==> config.mk <==
export PLATFORM = sky130hd
export DESIGN_NAME = decode_scan_ctrl_flat
export DESIGN_NICKNAME = d
export VERILOG_FILES = /design/src/rtl/decode_scan_pkg.sv /design/src/rtl/decode_scan_ctrl_if.sv /design/src/rtl/scan_next_ch.sv /design/src/rtl/decode_scan_ctrl.sv /design/src/flat_wrapper.sv
export SDC_FILE = /design/constraint.sdc
export NUM_CORES = 1
export LEC_CHECK = 0
export ABC_AREA = 1
export CORE_ASPECT_RATIO = 0.8
export CORE_MARGIN = 3
export CORE_UTILIZATION = 30
export DETAILED_ROUTE_END_ITERATION = 7
export GPL_ROUTABILITY_DRIVEN = 0
export GPL_TIMING_DRIVEN = 0
export PLACE_DENSITY = 0.52
export RECOVER_POWER = 25
export SYNTH_ARGS = -nofsm -noshare
export SYNTH_HDL_FRONTEND = slang
export SYNTH_SLANG_ARGS = --single-unit
==> constraint.sdc <==
create_clock -name i_clk -period 1.4 [get_ports i_clk]
set_input_delay 0.14 -clock i_clk [delete_from_list [all_inputs] [get_ports i_clk]]
set_output_delay 0.14 -clock i_clk [all_outputs]
set_load 0.05 [all_outputs]
==> src/rtl/decode_scan_pkg.sv <==
// Shared types and constants for the 74LS138 scan sequencer.
package decode_scan_pkg;

    typedef enum logic [1:0] {
        IDLE  = 2'd0,
        BLANK = 2'd1,
        DRIVE = 2'd2
    } state_t;

    localparam int NUM_CH = 8;

    // Enable patterns ordered {G3, G2, G1}.
    localparam logic [2:0] G_ON  = 3'b001;
    localparam logic [2:0] G_OFF = 3'b110;

endpackage

==> src/rtl/decode_scan_ctrl_if.sv <==
// Control/decoder bundle between the control logic (master) and the scan sequencer (slave).
interface decode_scan_ctrl_if #(
    parameter int DWELL_W = 8
);
    logic               i_start;
    logic               i_stop;
    logic               i_mode;
    logic [DWELL_W-1:0] i_dwell;
    logic [7:0]         i_mask;
    logic               o_a0;
    logic               o_a1;
    logic               o_a2;
    logic               o_g1;
    logic               o_g2;
    logic               o_g3;
    logic               o_busy;
    logic               o_done;

    modport master (
        output i_start, i_stop, i_mode, i_dwell, i_mask,
        input  o_a0, o_a1, o_a2, o_g1, o_g2, o_g3, o_busy, o_done
    );

    modport slave (
        input  i_start, i_stop, i_mode, i_dwell, i_mask,
        output o_a0, o_a1, o_a2, o_g1, o_g2, o_g3, o_busy, o_done
    );
endinterface

==> src/rtl/scan_next_ch.sv <==
// Combinational channel finder: next set mask bit above the current channel and the lowest set bit.
module scan_next_ch
    import decode_scan_pkg::*;
(
    input  logic [NUM_CH-1:0] i_mask,
    input  logic [2:0]        i_cur,
    output logic [2:0]        o_next,
    output logic [2:0]        o_low,
    output logic              o_found
);

    always_comb begin
        // NOTE: every output gets a default first so no path through the loop infers a latch.
        o_next  = '0;
        o_low   = '0;
        o_found = 1'b0;
        // Walking downward leaves the lowest qualifying index as the final assignment.
        for (int i = NUM_CH - 1; i >= 0; i--) begin
            if (i_mask[i]) begin
                o_low = 3'(i);
                if (i > int'(i_cur)) begin
                    o_next  = 3'(i);
                    o_found = 1'b1;
                end
            end
        end
    end

endmodule

==> src/rtl/decode_scan_ctrl.sv <==
// Scan sequencer driving A0-A2 and G1/G2/G3 of a 74LS138 with blanking between channels.
// Optional feature: define SCAN_MASK_EN to honour MASK; otherwise all 8 channels are scanned.
module decode_scan_ctrl
    import decode_scan_pkg::*;
#(
    parameter int DWELL_W   = 8,
    parameter int BLANK_CYC = 2
) (
    input  logic               i_clk,
    input  logic               i_rst,
    decode_scan_ctrl_if.slave  bus
);

    localparam logic [3:0] BLANK_LD = 4'(BLANK_CYC);

    state_t             r_state;
    logic [2:0]         r_a;
    logic [2:0]         r_g;
    logic               r_busy;
    logic               r_done;
    logic               r_mode;
    logic [DWELL_W-1:0] r_dwell;
    logic [7:0]         r_mask;
    logic [3:0]         r_blank_cnt;
    logic [DWELL_W-1:0] r_dwell_cnt;

    logic [7:0]         w_mask_in;
    logic [7:0]         w_find_mask;
    logic [DWELL_W-1:0] w_dwell_eff;
    logic [2:0]         w_next;
    logic [2:0]         w_low;
    logic               w_found;

`ifdef SCAN_MASK_EN
    assign w_mask_in = bus.i_mask;
`else
    assign w_mask_in = 8'hFF | bus.i_mask;
`endif

    // In IDLE the first channel comes from the mask being latched this cycle.
    assign w_find_mask = (r_state == IDLE) ? w_mask_in : r_mask;
    assign w_dwell_eff = (r_dwell == '0) ? DWELL_W'(1) : r_dwell;

    scan_next_ch u_next (
        .i_mask  (w_find_mask),
        .i_cur   (r_a),
        .o_next  (w_next),
        .o_low   (w_low),
        .o_found (w_found)
    );

    always_ff @(posedge i_clk) begin
        // NOTE: all state uses non-blocking assignments so every register sees pre-edge values.
        if (i_rst) begin
            r_state     <= IDLE;
            r_a         <= '0;
            r_g         <= G_OFF;
            r_busy      <= 1'b0;
            r_done      <= 1'b0;
            r_mode      <= 1'b0;
            r_dwell     <= '0;
            r_mask      <= '0;
            r_blank_cnt <= '0;
            r_dwell_cnt <= '0;
        end else begin
            r_done <= 1'b0;
            if (bus.i_stop) begin
                r_state <= IDLE;
                r_g     <= G_OFF;
                r_busy  <= 1'b0;
            end else begin
                case (r_state)
                    IDLE: begin
                        if (bus.i_start) begin
                            r_mode  <= bus.i_mode;
                            r_dwell <= bus.i_dwell;
                            r_mask  <= w_mask_in;
`ifdef SCAN_MASK_EN
                            if (w_mask_in == 8'h00) begin
                                r_done <= 1'b1;
                            end else
`endif
                            begin
                                r_a         <= w_low;
                                r_blank_cnt <= BLANK_LD;
                                r_busy      <= 1'b1;
                                r_state     <= BLANK;
                            end
                        end
                    end
                    BLANK: begin
                        if (r_blank_cnt <= 4'd1) begin
                            r_state     <= DRIVE;
                            r_g         <= G_ON;
                            r_dwell_cnt <= w_dwell_eff;
                        end else begin
                            r_blank_cnt <= r_blank_cnt - 4'd1;
                        end
                    end
                    DRIVE: begin
                        if (r_dwell_cnt <= DWELL_W'(1)) begin
                            r_g <= G_OFF;
                            if (w_found) begin
                                r_a         <= w_next;
                                r_blank_cnt <= BLANK_LD;
                                r_state     <= BLANK;
                            end else begin
                                r_done <= 1'b1;
                                if (r_mode) begin
                                    r_a         <= w_low;
                                    r_blank_cnt <= BLANK_LD;
                                    r_state     <= BLANK;
                                end else begin
                                    r_busy  <= 1'b0;
                                    r_state <= IDLE;
                                end
                            end
                        end else begin
                            r_dwell_cnt <= r_dwell_cnt - DWELL_W'(1);
                        end
                    end
                    default: r_state <= IDLE;
                endcase
            end
        end
    end

    assign bus.o_a0   = r_a[0];
    assign bus.o_a1   = r_a[1];
    assign bus.o_a2   = r_a[2];
    assign bus.o_g1   = r_g[0];
    assign bus.o_g2   = r_g[1];
    assign bus.o_g3   = r_g[2];
    assign bus.o_busy = r_busy;
    assign bus.o_done = r_done;

endmodule

==> src/flat_wrapper.sv <==
// flat-port wrapper written by rule: the top's interface ports become plain ports
module decode_scan_ctrl_flat import decode_scan_pkg::*;
#(
    parameter int DWELL_W   = 8,
    parameter int BLANK_CYC = 2
)
  (i_clk, i_rst, bus_i_start, bus_i_stop, bus_i_mode, bus_i_dwell, bus_i_mask, bus_o_a0, bus_o_a1, bus_o_a2, bus_o_g1, bus_o_g2, bus_o_g3, bus_o_busy, bus_o_done);
  decode_scan_ctrl_if #(.DWELL_W(DWELL_W)) bus_i ();
  input  logic i_clk;
  input  logic i_rst;
  input wire logic [$bits(bus_i.i_start)-1:0] bus_i_start;
  input wire logic [$bits(bus_i.i_stop)-1:0] bus_i_stop;
  input wire logic [$bits(bus_i.i_mode)-1:0] bus_i_mode;
  input wire logic [$bits(bus_i.i_dwell)-1:0] bus_i_dwell;
  input wire logic [$bits(bus_i.i_mask)-1:0] bus_i_mask;
  output wire logic [$bits(bus_i.o_a0)-1:0] bus_o_a0;
  output wire logic [$bits(bus_i.o_a1)-1:0] bus_o_a1;
  output wire logic [$bits(bus_i.o_a2)-1:0] bus_o_a2;
  output wire logic [$bits(bus_i.o_g1)-1:0] bus_o_g1;
  output wire logic [$bits(bus_i.o_g2)-1:0] bus_o_g2;
  output wire logic [$bits(bus_i.o_g3)-1:0] bus_o_g3;
  output wire logic [$bits(bus_i.o_busy)-1:0] bus_o_busy;
  output wire logic [$bits(bus_i.o_done)-1:0] bus_o_done;
  assign bus_i.i_start = bus_i_start;
  assign bus_i.i_stop = bus_i_stop;
  assign bus_i.i_mode = bus_i_mode;
  assign bus_i.i_dwell = bus_i_dwell;
  assign bus_i.i_mask = bus_i_mask;
  assign bus_o_a0 = bus_i.o_a0;
  assign bus_o_a1 = bus_i.o_a1;
  assign bus_o_a2 = bus_i.o_a2;
  assign bus_o_g1 = bus_i.o_g1;
  assign bus_o_g2 = bus_i.o_g2;
  assign bus_o_g3 = bus_i.o_g3;
  assign bus_o_busy = bus_i.o_busy;
  assign bus_o_done = bus_i.o_done;
  decode_scan_ctrl #(.DWELL_W(DWELL_W), .BLANK_CYC(BLANK_CYC)) u_core (.i_clk(i_clk), .i_rst(i_rst), .bus(bus_i));
endmodule
-- Word level (Yosys, flattened, before mapping)
Index checks and enable logic that the tools add are counted.
- equal/unequal tests: 10
- bitwise gates (word level): 3
- reduce and logical (&&, ||, !) cells: 14
- order comparisons: 9
- muxes and demuxes: 67
- add/subtract/negate cells: 2
- operator list (cell ; count):
    $mux 3 ; 28
    $mux 8 ; 4
    $mux 1 ; 20
    $mux 4 ; 5
    $pmux 8 s2 ; 1
    $gt 3x3->1 const A ; 4
    $pmux 3 s2 ; 2
    $pmux 4 s3 ; 1
    $ne 2x2->1 const B ; 5
    $reduce_and 5->1 ; 2
    $reduce_and 3->1 ; 3
    $le 8x1->1 const B ; 1
    $logic_not 8->1 ; 1
    $mux 2 ; 4
    $sub 8x1->8 const B ; 1
    $gt 2x3->1 const A ; 2
    $pmux 2 s3 ; 1
    $reduce_and 6->1 ; 1
    $le 4x1->1 const B ; 1
    $ne 2x1->1 const B ; 2
    $reduce_and 4->1 ; 1
    $reduce_bool 2->1 ; 2
    $reduce_or 4->1 ; 1
    $sub 4x1->4 const B ; 1
    9 further kinds ; 11
- logic and storage cells: 115
- input bits: 21
- flip-flop bits (word level): 32

-- Logic depth before layout (Yosys ltp)
Gate-level depths: netlist (run 1).
- depth in word-level cells: 18
- depth in mapped cells: 13
- gate-level depth less buffers: 13

-- Modules after synthesis
A second synthesis (run 1) with hierarchy kept.
- cell total of the unflattened synthesis: 297
- area, all modules: 1911.8 sq um
- modules (own cells, without submodules) (module ; seq. area each (sq um) ; cells an instance ; area each (sq um) ; times used):
    decode_scan_ctrl ; 620.6 ; 251 ; 1692.9 ; 1
    scan_next_ch ; 0.0 ; 46 ; 219.0 ; 1

-- Worst setup path before layout (run 1)
Ideal clock, no wire load.
- path kind: register to register
- start point: reg u_core.r_a[0]
- end point: reg u_core.r_a[0]
- required time: 1.282 ns
- data arrival time: 1.429 ns
- slack: -0.147 ns
- cell stages (with the launch flop): 9
- cell sequence: dfxtp_1 -> nand2_1 -> inv_1 -> nand2_1 -> nand2_1 -> nand3_2 -> nand3_2 -> xor2_1 -> nor2_1
- cells in the longest elaborated chain, start to end: 18
- elaborated cells on any way between the ends: 40
- those cells by class: 7 x order compare; 1 x eq/ne; 31 x mux; 1 x reduce/logical
- RTL lines (what ; line ; RTL):
    start: declaration ; decode_scan_ctrl.sv:17 ; logic [2:0] r_a;
    start signal: assignment ; decode_scan_ctrl.sv:84 ; r_a <= w_low;
    start signal: assignment ; decode_scan_ctrl.sv:104 ; r_a <= w_next;
    start signal: assignment ; decode_scan_ctrl.sv:110 ; r_a <= w_low;
    $gt 3x3->1 ; scan_next_ch.sv:21 ; if (i > int'(i_cur)) begin
    $mux 3 or $mux 1 (tied branches) ; scan_next_ch.sv:21 ;
    $mux 3 or $mux 1 (tied branches) ; scan_next_ch.sv:19 ; if (i_mask[i]) begin
    $mux 3 or $mux 1 (tied branches) ; scan_next_ch.sv:21 ;
    $mux 3 or $mux 1 (tied branches) ; scan_next_ch.sv:19 ;
    $mux 3 or $mux 1 (tied branches) ; scan_next_ch.sv:21 ;
    $mux 3 or $mux 1 (tied branches) ; scan_next_ch.sv:19 ;
    $mux 3 or $mux 1 (tied branches) ; scan_next_ch.sv:21 ;
    [2 not listed] ; -- ;
    $mux 3 or $mux 1 (tied branches) ; scan_next_ch.sv:19 ;
    $mux 3 or $mux 1 (tied branches) ; scan_next_ch.sv:21 ;
    $mux 3 or $mux 1 (tied branches) ; scan_next_ch.sv:19 ;
    $mux 3 or $mux 1 (tied branches) ; scan_next_ch.sv:21 ;
    $mux 3 or $mux 1 (tied branches) ; scan_next_ch.sv:19 ;
    $mux 3 ; decode_scan_ctrl.sv:103 ; if (w_found) begin
    $mux 3 ; decode_scan_ctrl.sv:101 ; if (r_dwell_cnt <= DWELL_W'(1)) begin
    $pmux 3 s2 ; decode_scan_ctrl.sv:72 ; case (r_state)
Parallel ways exist; a longest one is shown, timed or not. The select of a mux whose other input is x is not followed.
A chain may end at the register's enable or synchronous reset.

-- Worst setup path in the final report (run 1)
- start point: reg u_core.r_dwell_cnt[0]
- end point: reg u_core.r_dwell_cnt[6]
- cells in the longest elaborated chain, start to end: 3
- elaborated cells on any way between the ends: 6
- those cells by class: 1 x add/sub; 1 x order compare; 1 x eq/ne; 2 x mux; 1 x reduce/logical
- RTL lines (what ; line ; RTL):
    start: declaration ; decode_scan_ctrl.sv:25 ; logic [DWELL_W-1:0] r_dwell_cnt;
    start signal: assignment ; decode_scan_ctrl.sv:95 ; r_dwell_cnt <= w_dwell_eff;
    start signal: assignment ; decode_scan_ctrl.sv:119 ; r_dwell_cnt <= r_dwell_cnt - DWELL_W'(1);
    $sub 8x1->8 or $le 8x1->1 (tied branches) ; decode_scan_ctrl.sv:119, decode_scan_ctrl.sv:101 ;
    $mux 8 or $ne 2x2->1 (tied branches) ; -- ;
    $pmux 8 s2 or $reduce_and 4->1 (tied branches) ; -- ;
Parallel ways exist; a longest one is shown, timed or not. The select of a mux whose other input is x is not followed.

==> parameters.txt, run 1 <==
Parameter                              Value

Final layout
  # diodes    0
  Fill count    554
  Fraction of final layout cells sized beyond drive strength 1    33.3%
  Area growth from synthesis to layout    42.6%
  Net count reported at finish    306
  Cell area after layout    2430 µm²

Floorplanning
  Area enclosed by the die boundary    6630 µm²
  Total core area    5240 µm²
  I/O Pins    29
  Initial Util    32.6%
  Height of the chip    73.4 µm
  FP Rows    23
  DIE WIDTH    90.3 µm

Worst setup path
  Nature of the critical path endpoint    flop
  Worst r2r path cells    11
  Critical-path cell list    inv_4, ha_4, inv_2, nand2_2, nand2_4, o21ai_4, nand2_4, nand2_8, inv_8, nand2_2, a21oi_1
  CP startpoint    u_core.r_dwell_cnt[0]$_SDFFE_PP0P_
  Worst-path cell with the longest stage delay    sky130_fd_sc_hd__dfxtp_4
  Critical path data required time    1.54 ns
  Largest driver fanout on the critical path    5
  Nature of the critical path startpoint    flop
  Capturing instance or port of the critical path    u_core.r_dwell_cnt[6]$_SDFFE_PP0P_
  Highest cell delay on the worst timing path    0.37 ns
  Kind of cell adding the most delay to the critical path    simple AND/OR/NAND/NOR gates
  Count of buffer and inverter cells on the critical path    3
  Worst setup path class    reg -> reg
  Reg2reg setup slack    -0.12 ns
  Arrival time at the worst endpoint    1.65 ns
  Stages on the worst setup path    11
  R2r endpoint    u_core.r_dwell_cnt[6]$_SDFFE_PP0P_
  Beginning of the worst register-to-register path    u_core.r_dwell_cnt[0]$_SDFFE_PP0P_

Logic synthesis
  Number of different library cells in the post-synthesis netlist    33
  Post-synth top cells    sky130_fd_sc_hd__nand2_1, sky130_fd_sc_hd__nor2_1, sky130_fd_sc_hd__dfxtp_1
  Sequential share of the synthesized area    36.4%
  Post-synth EDFFs    0
  Proportion of synthesized flip-flops having asynchronous set or reset    0%
  Dominant cells by area after synthesis    sky130_fd_sc_hd__dfxtp_1, sky130_fd_sc_hd__nand2_1, sky130_fd_sc_hd__nor2_1
  Average footprint of a synthesized cell    7.17 µm²
  Share of the synthesized area in the top cell type    36.4%
  Yosys synthesis warning count    0
  Yosys top cell by area    sky130_fd_sc_hd__dfxtp_1
  Post-Synthesis Net Count    263
  #FFs+latches synth    31
  Prevailing post-synth register cell    sky130_fd_sc_hd__dfxtp_1
  Combined area of all synthesized cells    1710 µm²
  Synthesized instance count    238
  Most frequent cell after synthesis    sky130_fd_sc_hd__nand2_1

STA
  Slew at the pin closest to its max-slew limit    0.643 ns
  Setup TNS Final    -1.23 ns
  Unrepaired setup endpoints after global routing    yes
  Setup-violating endpoint count in the final report    15
  Max Clk Rate    0.660 GHz
  Endpoints failing hold    0
  Worst slew slack as a fraction of its limit    57.1%
  Pins over their slew limit    0
  Final clock period utilization by the worst path    108%
  Min Tclk post-route    1.52 ns
  Setup slack after layout    -0.115 ns
  Clk_skew    0.00993 ns

Power
  Power after layout    2.31 mW
  Lkg Pwr    1.05 nW
  Switching portion of total power    27.3%
  Sequential cell fraction of total power    41.1%
  Power per Cell Area    949 nW/µm²
  Portion of total power attributed to combinational logic    18.6%
  Fraction of power consumed by the clock network    40.4%
  Internal Power    1.68 mW
  Peak supply drop    0.623 mV
  Switching component of the power    0.630 mW

Status
  Outcome    complete, but fails checks
  Violated checks    negative setup slack

Clock network
  Clock buffer count from CTS    5
  TritonCTS clock tree    yes
  Clock insertion delay at the later pin of the skew report    0.29 ns
  Root Driver    sky130_fd_sc_hd__clkbuf_8
  Clock net sink count    31
  H-tree level count    2
  Longest Clk Path Bufs    2
  Clock Pin Slew Worst Setup and Hold Paths    0.07 ns
  Post-CTS Hold Fix Bufs    0

Place
  Quantity of I/O buffers inserted on ports    19
  Estimated wirelength of the detail-placed design    3.01 mm
  Post-Place Cell Area    2010 µm²
  Worst Setup Slack post-DPL    -0.226 ns

Detailed routing
  Number of DRC markers in iteration 0    84
  Total routed wirelength    4.50 mm
  Via count    1676
  DRC violations left    0
  DR pass1 iterations    4
  Drt wl/cell    12.6 µm
  Vias per inst    4.69
  DRT antenna net count    0

Global routing
  First-pass GRT wire length    7.60 mm
  Largest net degree at the start of global routing    11
  GRT Util Overall    14.8%
  Global route total overflow    0
  Number of global-route vias before repair    1591
  Number of antenna violations at the first check in global routing    0

Worst hold path
  Path category of the worst min-delay check    in -> reg

Flow run
  Count of maximum capacitance violations    0
[how the worst min path moves through the flow]
stage / from / endpoint / slack, ns / depth (start not counted)
after floorplan: bus_i_dwell[0] / u_core.r_dwell[0]$_SDFFE_PP0P_ / 0.27 / 2
after global placement: u_core.r_g[0]$_SDFFE_PP0P_ / u_core.r_g[0]$_SDFFE_PP0P_ / 0.45 / 2
after detailed placement: u_core.r_g[0]$_SDFFE_PP0P_ / u_core.r_g[0]$_SDFFE_PP0P_ / 0.46 / 2
after CTS: i_rst / u_core.r_dwell_cnt[4]$_SDFFE_PP0P_ / 0.36 / 2
after global routing: i_rst / u_core.r_dwell_cnt[2]$_SDFFE_PP0P_ / 0.41 / 2
final: i_rst / u_core.r_dwell_cnt[3]$_SDFFE_PP0P_ / 0.36 / 2
[sequential cells by signal (all words and copies together), names as in the netlist, 2 cells and up]
register,cells
u_core.r_a,3
u_core.r_blank_cnt,4
u_core.r_dwell,8
u_core.r_dwell_cnt,8
u_core.r_g,2
u_core.r_state,2
[power groups by stage]
| stage | registers [mW] | logic [mW] | clock network (mW) |
|---|---|---|---|
| after floorplan | 0.980 | 0.228 | 0 |
| final | 0.947 | 0.428 | 0.932 |
| after global routing | 0.953 | 0.476 | 0.990 |
| after CTS | 0.946 | 0.382 | 0.953 |
| after global placement | 0.964 | 0.342 | 0 |
| after detailed placement | 0.965 | 0.342 | 0 |
[layout by cell type, fill, tap and decap left out, drive strengths merged]
cell            n
nand2          53
nor2           44
dfxtp          31
inv            30
o21ai          23
a21oi          19
buf            19
clkdlybuf4s50  11
nand3          11
clkbuf          9
nand4           8
dlygate4sd2     7
ha              4
xnor2           3
nor3            2
or2             2
xor2            1
o211a           1
o21bai          1
nand3b          1
bufinv          1
clkinv          1
[metrics by stage]
stage / util [%] / hold WS [ns] / std cells
CTS: 44.0 / 0.363 / 351
global route: 46.4 / 0.410 / 357
floorplan: - / 0.275 / 238
detailed placement: 38.4 / 0.458 / 332
global placement: 38.4 / 0.454 / 332
finish: 46.4 / 0.356 / 357
[cells by family after synthesis]
kind of cell | synth area share (%)
XOR/XNOR | 2.05
AND/OR/NAND/NOR | 35.5
buffers and inverters | 8.88
flip-flops | 36.4
adder cells (fa/ha/maj) | 2.93
AO/OA/AOI/OAI | 14.2
[worst reg2reg max path: stages (launching register included)]
cell and delay [ns]:
sky130_fd_sc_hd__dfxtp_4 0.37, sky130_fd_sc_hd__inv_4 0.06, sky130_fd_sc_hd__ha_4 0.13, sky130_fd_sc_hd__inv_2 0.04
sky130_fd_sc_hd__nand2_2 0.08, sky130_fd_sc_hd__nand2_4 0.07, sky130_fd_sc_hd__o21ai_4 0.20, sky130_fd_sc_hd__nand2_4 0.11
sky130_fd_sc_hd__nand2_8 0.14, sky130_fd_sc_hd__inv_8 0.06, sky130_fd_sc_hd__nand2_2 0.06, sky130_fd_sc_hd__a21oi_1 0.05
[cell type report]
| type | instances | area, µm² | share of cell area [%] |
|---|---|---|---|
| well taps | 75 | 93.8 | 3.86 |
| clock buffers | 6 | 82.6 | 3.40 |
| repair buffers | 34 | 318 | 13.1 |
| multi-input cells | 173 | 1090 | 45.0 |
| inverters | 29 | 121 | 4.99 |
| flip-flops and latches | 31 | 632 | 26.0 |
| clock inverters | 2 | 35.0 | 1.44 |
| repair inverters | 1 | 11.3 | 0.463 |
| plain buffers | 6 | 42.5 | 1.75 |
[repair_timing]
| action | in CTS | in global routing |
|---|---|---|
| gates cloned | 2 | 0 |
| endpoints found under the setup margin | 35 | 27 |
| gates resized for setup | 37 | 27 |
| buffers inserted | 9 | 6 |
| pin swaps | 6 | 4 |
[layer usage]
| layer | part of all wire [%] | wire [µm] | global-route usage [%] |
|---|---|---|---|
| met5 | 0 | 0 | 0 |
| met4 | 1.8 | 82 | 7.13 |
| met3 | 7.8 | 353 | 4.61 |
| met2 | 39 | 1770 | 20.9 |
| met1 | 51 | 2290 | 20.4 |
(Power assumes the default switching activity.)
==> inputs of run 2 (changes only) <==
--- a/config.mk
+++ b/config.mk
@@ -9,11 +9,12 @@
 export CORE_ASPECT_RATIO = 0.8
 export CORE_MARGIN = 3
 export CORE_UTILIZATION = 30
+export CTS_CLUSTER_SIZE = 12
 export DETAILED_ROUTE_END_ITERATION = 7
 export GPL_ROUTABILITY_DRIVEN = 0
-export GPL_TIMING_DRIVEN = 0
 export PLACE_DENSITY = 0.52
 export RECOVER_POWER = 25
+export SETUP_SLACK_MARGIN = 0.05
 export SYNTH_ARGS = -nofsm -noshare
 export SYNTH_HDL_FRONTEND = slang
 export SYNTH_SLANG_ARGS = --single-unit
==> parameters.txt, run 2 (synthesized netlist as in run 1, its figures left out) <==
Parameter                              Value

Status
  Outcome    complete, but fails checks
  Violated checks    negative setup slack

Final layout
  Area growth from synthesis to layout    48.3%
  Net count reported at finish    330 (+7.8%)
  # diodes    0 (unchanged)
  Fill count    535 (-3.4%)
  Final Instance Count excl. Fillers    381 (+6.7%)
  Cell area after layout    2530 µm² (+4.1%)
  Core utilization of the finished layout    48.3% (+1.9 points)
  Fraction of final layout cells sized beyond drive strength 1    38.2% (+4.9 points)
  Most used cells in the layout excluding fill and tap cells    sky130_fd_sc_hd__buf_4, sky130_fd_sc_hd__nand2_1, sky130_fd_sc_hd__nor2_1, sky130_fd_sc_hd__dfxtp_1, sky130_fd_sc_hd__inv_1
  Most common cell after layout, fill and taps aside    sky130_fd_sc_hd__buf_4
  Biggest registers after layout    u_core.r_dwell x8, u_core.r_dwell_cnt x8, u_core.r_blank_cnt x4

Floorplanning
  Height of the chip    73.4 µm (unchanged)
  Area enclosed by the die boundary    6630 µm² (unchanged)
  Total core area    5240 µm² (unchanged)
  FP Rows    23 (unchanged)
  Initial Util    32.6% (unchanged)
  DIE WIDTH    90.3 µm (unchanged)
  I/O Pins    29 (unchanged)

Detailed routing
  Drt wl/cell    11.3 µm (-11%)
  Total routed wirelength    4.30 mm (-4.5%)
  Vias per inst    4.41 (-6.1%)
  Via count    1679 (+0.18%)
  DRT antenna net count    0 (unchanged)
  Number of DRC markers in iteration 0    53 (-37%)
  DR pass1 iterations    4 (unchanged)
  DRC violations left    0 (unchanged)

Place
  Estimated wirelength of the detail-placed design    3.30 mm (+9.7%)
  Post-Place Cell Area    2310 µm² (+15%)
  Worst Setup Slack post-DPL    -0.120 ns (+0.107 ns)
  Cells after DPL    367 (+11%)
  Quantity of I/O buffers inserted on ports    20 (+1)

Flow run
  Count of maximum capacitance violations    0 (unchanged)

Worst setup path
  Nature of the critical path endpoint    flop
  Critical path data required time    1.58 ns (+0.04 ns)
  Arrival time at the worst endpoint    1.69 ns (+0.04 ns)
  Worst-path cell with the longest stage delay    sky130_fd_sc_hd__dfxtp_4
  Largest driver fanout on the critical path    9 (+4)
  Critical-path cell list    inv_4, ha_4, inv_2, nand2_4, nand2_4, o21ai_4, nand2_4, nand2_8, inv_8, o21ai_2, nor2_2
  Highest cell delay on the worst timing path    0.37 ns (about the same)
  Nature of the critical path startpoint    flop
  Library cell appearing most often on the critical path    sky130_fd_sc_hd__nand2_4
  Worst setup path class    reg -> reg

STA
  Pins over their slew limit    0 (unchanged)
  Max Clk Rate    0.662 GHz (+0.24%)
  Slew at the pin closest to its max-slew limit    0.597 ns (-0.0461 ns)
  Worst slew slack as a fraction of its limit    60.4% (+3.2 points)
  Clk_skew    0.00234 ns (-0.00759 ns)
  Final clock period utilization by the worst path    108% (-0.26 points)
  Min Tclk post-route    1.51 ns (-0.00360 ns)
  Setup-violating endpoint count in the final report    16 (+1)
  Unrepaired setup endpoints after global routing    yes
  Endpoints failing hold    0 (unchanged)
  Worst Hold Margin    0.435 ns (+0.0787 ns)
  Setup TNS Final    -1.11 ns (+0.120 ns)
  Setup slack after layout    -0.111 ns (+0.00360 ns)

Clock network
  Clock Pin Slew Worst Setup and Hold Paths    0.07 ns (about the same)
  TritonCTS clock tree    yes
  Clock insertion delay at the later pin of the skew report    0.29 ns (about the same)
  Post-CTS Hold Fix Bufs    0 (unchanged)
  Clock net sink count    31 (unchanged)
  Longest Clk Path Bufs    2 (unchanged)
  Clock buffer count from CTS    5 (unchanged)
  H-tree level count    2 (unchanged)
  Root Driver    sky130_fd_sc_hd__clkbuf_8

Global routing
  Number of global-route vias before repair    1610 (+1.2%)
  Number of antenna violations at the first check in global routing    0 (unchanged)
  Global route total overflow    0 (unchanged)
  GRT Util Overall    14.3% (-0.51 points)
  First-pass GRT wire length    7.44 mm (-2.1%)
  Largest net degree at the start of global routing    13 (+2)

Power
  Peak supply drop    0.377 mV (-39%)
  Power per Cell Area    830 nW/µm² (-13%)
  Lkg Pwr    1.09 nW (+3.5%)
  Power after layout    2.10 mW (-9.0%)

Worst hold path
  Path category of the worst min-delay check    in -> reg
run 2: cell count changes in the layout (fill, tap and decap cells not counted), moves of 2 or more:
cell / delta
sky130_fd_sc_hd__clkbuf_1: +2
sky130_fd_sc_hd__o21ai_0: +2
sky130_fd_sc_hd__buf_4: +31
sky130_fd_sc_hd__dlygate4sd2_1: -7
sky130_fd_sc_hd__clkbuf_2: +3
sky130_fd_sc_hd__nand2_4: -4
sky130_fd_sc_hd__nand2_1: +4
sky130_fd_sc_hd__inv_2: -2
run 2: area by class of cell:
type	count	area [µm²]	share of cell area (%)
clock buffers	7	76.3	3.02
clock inverters	1	5.00	0.198
inverters	29	124	4.90
multi-input cells	172	1040	41.3
flip-flops and latches	31	633	25.0
well taps	75	93.8	3.71
repair buffers	66	553	21.9
run 2: routing by layer:
layer	routed length, µm	share of wire (%)	vias up	global-route usage (%)
li1	-	-	903	-
met1	2300	54	727	20.7
met2	1640	38	40	19.7
met3	288	6.7	9	4.09
met4	68	1.6	0	5.60
met5	0	0	-	0
run 2: worst max-delay path, delay by kind of cell (launching register included):
| kind | cells | cell delay, ns |
|---|---|---|
| buf+inv | 3 | 0.16 |
| fa+ha+maj | 1 | 0.12 |
| flops | 1 | 0.37 |
| compound gates | 2 | 0.37 |
| simple gates | 5 | 0.38 |
run 2: worst paths after layout:
path                                      start                                 end  slack, ns  depth (start not counted)
max          u_core.r_dwell_cnt[0]$_SDFFE_PP0P_  u_core.r_dwell_cnt[7]$_SDFFE_PP0P_      -0.11                         11
min                              bus_i_dwell[0]      u_core.r_dwell[0]$_SDFFE_PP0P_       0.44                          3
max reg2reg  u_core.r_dwell_cnt[0]$_SDFFE_PP0P_  u_core.r_dwell_cnt[7]$_SDFFE_PP0P_      -0.11                         11
min reg2reg          u_core.r_a[2]$_SDFFE_PP0P_          u_core.r_a[2]$_SDFFE_PP0P_       0.46                          2
run 2: power by group:
part | internal, mW | switching (mW) | total (mW)
Sequential | 0.920 | 0.0260 | 0.946
Clock | 0.349 | 0.345 | 0.694
Combinational | 0.219 | 0.240 | 0.459
Total | 1.49 | 0.612 | 2.10
run 2: repair_timing:
item	CTS	global route
pin swaps	6	11
buffers inserted	3	3
hold endpoints to repair	0	0
resized for setup	9	26
endpoints found under the setup margin	16	26
==> inputs of run 3 (changes only) <==
--- a/config.mk
+++ b/config.mk
@@ -6,6 +6,7 @@
 export NUM_CORES = 1
 export LEC_CHECK = 0
 export ABC_AREA = 1
+export CAP_MARGIN = 20
 export CORE_ASPECT_RATIO = 0.8
 export CORE_MARGIN = 3
 export CORE_UTILIZATION = 30
==> results of run 3 <==
No change in the layout: final DEF, timing and power equal those of run 2.
==> variant (flow settings as in run 1) <==
Reset style: asynchronous (`i_rst`), changed in one clocked block.
--- a/src/rtl/decode_scan_ctrl.sv
+++ b/src/rtl/decode_scan_ctrl.sv
@@ -49,7 +49,7 @@
         .o_found (w_found)
     );
 
-    always_ff @(posedge i_clk) begin
+    always_ff @(posedge i_clk or posedge i_rst) begin
         // NOTE: all state uses non-blocking assignments so every register sees pre-edge values.
         if (i_rst) begin
             r_state     <= IDLE;
Formal check against the unedited RTL: differs if i_rst is asserted again (counterexample within 4 cycles, from zero or initial values and one cycle with i_rst high); with i_rst held inactive, the same outputs for 10 cycles.
==> variant against run 1 <==
- the run still ends with negative setup slack left
- non-clock buffer count up 9
- final area is 18% higher
- sequential cell count stayed put
- fmax fell by 0.42%
- wire length is 9.5% higher
- synthesized area rose by 18%
- count of clock-buffer cells in the layout did not move
- worst setup slack worse by 0.0064 ns
- clock skew is 0.0023 ns higher
- critical endpoint is now u_core.r_dwell_cnt[7]
- highest routed layer unchanged
Power is not compared: it rests on default switching activity, and its combinational part moved more than twofold at a synthesized area within 25%.
==> variant: results (changes against run 1) <==
- Status: finished, violations left (unchanged)
- Failing checks: negative setup slack (unchanged)
- Largest net degree at the start of global routing: 32 (was 11)
- Clk_skew: 0.01222 ns (was 0.009929 ns)
- Initial antenna violation count: 0 (unchanged)
- Nets@finish: 338 (was 306)
- # setup viols final: 20 (was 15)
- Placed Cells incl. Taps: 360 (was 332)
- Clk slew on worst S/H paths: 0.08 ns
- Hold slack: 0.4198 ns (was 0.3564 ns)
- Worst Reg2Reg Path Length in Cells: 11 (unchanged)
- Fillers: 639 (was 554)
- Dpl cell area: 2349 um^2 (was 2012 um^2)
- Hold Crit Depth: 3 (was 2)
- Number of global-route vias before repair: 1660 (was 1591)
- Fraction of registers with async set/reset: 1.000 (was 0)
- Post-Syn Area per Cell: 7.849 um^2 (was 7.165 um^2)
- DR vias: 1763 (was 1676)
- Starting DRC count in detailed routing: 71 (was 84)
- H-tree levels: 2 (unchanged)
- Worst EP arrival: 1.69 ns (was 1.65 ns)
- Syn nets: 286 (was 263)
- CTS root buffer: clkbuf_8 (unchanged)
- Max VDD drop: 0.8475 mV
- Total GRT Usage: 0.1289 (was 0.1476)
- Leak pwr: 1.317 nW
- R2R Path Start: u_core.r_dwell_cnt[1] (was u_core.r_dwell_cnt[0])
- TritonCTS buffer count: 5 (unchanged)
- Warnings, synthesis: 0 (unchanged)
- Crit Reg-Reg Endpoint: u_core.r_dwell_cnt[7] (was u_core.r_dwell_cnt[6])
- HPWL Detailed: 3.286 mm (was 3.007 mm)
- Hold Crit Endpoint: u_core.r_dwell[6] (was u_core.r_dwell_cnt[3])
- Hold path start: bus_i_dwell[6] (was i_rst)
- Worst-margin pin slew: 0.7138 ns (was 0.6430 ns)
- Post-Route Setup TNS: -1.110 ns (was -1.228 ns)
- Clock Path Buffers: 2 (unchanged)
- Synth area leaders: dfrtp_1, nand2_1, ha_1, inv_1, nor2_1 (was dfxtp_1, nand2_1, nor2_1, a21oi_1, inv_1)
- Top cells by count, synth: nand2_1, dfrtp_1, inv_1, nor2_1, nand3_1 (was nand2_1, nor2_1, dfxtp_1)
- Vias per cell: 4.486 (was 4.695)
- Cell variety after synth: 34 (was 33)
- Flop2flop setup slack: -0.12 ns
- # port buffers: 20 (was 19)
- # diodes: 0 (unchanged)
- Setup WS post-layout: -0.1214 ns (was -0.1150 ns)
- Layout cells sized above 1: 0.3722 (was 0.3333)
- Seq/Total Area, Yosys: 0.3867 (was 0.3639)
- Hold Crit Class: input pin to flip-flop (unchanged)
- First-pass GRT wire length: 8.059 mm (was 7.596 mm)
- Worst-path fanout max: 5 (unchanged)
- Total wire length: 4.926 mm (was 4.500 mm)
- Largest registers: u_core.r_dwell: 8 flops, u_core.r_dwell_cnt: 8 flops, u_core.r_blank_cnt: 4 flops (unchanged)
- Placement Setup Slack: -0.3948 ns (was -0.2262 ns)
- DRT Pass-1 Iters: 4 (unchanged)
- Worst-skew pair later-pin latency: 0.28 ns
-- variant: cell count changes after synthesis, sizes merged, moves of 6 or more --
cell	before	now
a21oi	19	10
dfxtp	31	0
inv	29	35
nand3	11	24
dfrtp	0	30
o21ai	23	11
nand2	52	79
nor2	44	33
-- variant: what timing repair did --
| action | 4_1_cts | 5_1_grt |
|---|---|---|
| buffers inserted | 13 | 11 |
| setup endpoints to repair | 33 | 26 |
| gates resized for setup | 36 | 35 |
| hold buffers | 0 | 0 |
| gates cloned | 2 | 1 |
| pin swaps | 7 | 17 |
-- variant: kinds of logic after synthesis --
group	Yosys count	share of synthesized area
AND/OR/NAND/NOR	144	0.3474
AO/OA/AOI/OAI	24	0.07286
XOR/XNOR	3	0.01308
flip-flops	31	0.3867
buffers and inverters	40	0.09402
adder cells (fa/ha/maj)	9	0.05604
multiplexers	5	0.02988
-- variant: area by class of cell --
type / count / area [um^2] / area share
Tap cell: 84 / 105.1 / 0.03675
Clock inverter: 2 / 35.03 / 0.01225
Inverter: 35 / 155.1 / 0.05424
Clock buffer: 6 / 82.58 / 0.02887
Buffer: 4 / 41.29 / 0.01444
Sequential cell: 31 / 783.3 / 0.2738
Multi-Input combinational cell: 186 / 1251 / 0.4374
Timing Repair Buffer: 45 / 406.6 / 0.1422
-- variant: worst max path at each step --
stage / startpoint / end / slack [ns] / cells past startpoint
after CTS: u_core.r_dwell_cnt[1] / u_core.r_blank_cnt[0] / -0.1 / 10
after global routing: u_core.r_dwell_cnt[1] / u_core.r_blank_cnt[1] / -0.20 / 10
after floorplan: u_core.r_state[0] / u_core.r_blank_cnt[1] / 0.002 / 10
final: u_core.r_dwell_cnt[1] / u_core.r_dwell_cnt[7] / -0.12 / 11
after global placement: i_rst / u_core.r_a[1] / -0.36 / 2
after detailed placement: i_rst / u_core.r_a[1] / -0.39 / 2
-- variant: where the power goes --
group	switching (mW)	internal, mW	leakage (nW)
Clock	0.354	0.576	0.0612
Sequential	0.323	1.28	0.373
Combinational	2.10	1.62	0.883
Total	2.78	3.47	1.32
-- variant: layer usage --
layer | part of all wire | routed length (um) | vias up | GRT usage
li1 | - | - | 921 | -
met1 | 0.51 | 2507 | 810 | 0.1862
met2 | 0.45 | 2195 | 30 | 0.1963
met3 | 0.042 | 209 | 2 | 0.03424
met4 | 0.0026 | 13 | 0 | 0.02075
met5 | 0 | 0 | - | 0
-- variant: worst max-delay path: stages (launching register included) --
cell	delay [ns]
dfrtp_1	0.40
inv_2	0.08
ha_2	0.19
nor2_4	0.04
nor2_4	0.10
buf_4	0.13
nand3_4	0.07
nand3_4	0.12
buf_6	0.14
nor2_4	0.03
nand2_1	0.06
nand2_1	0.04
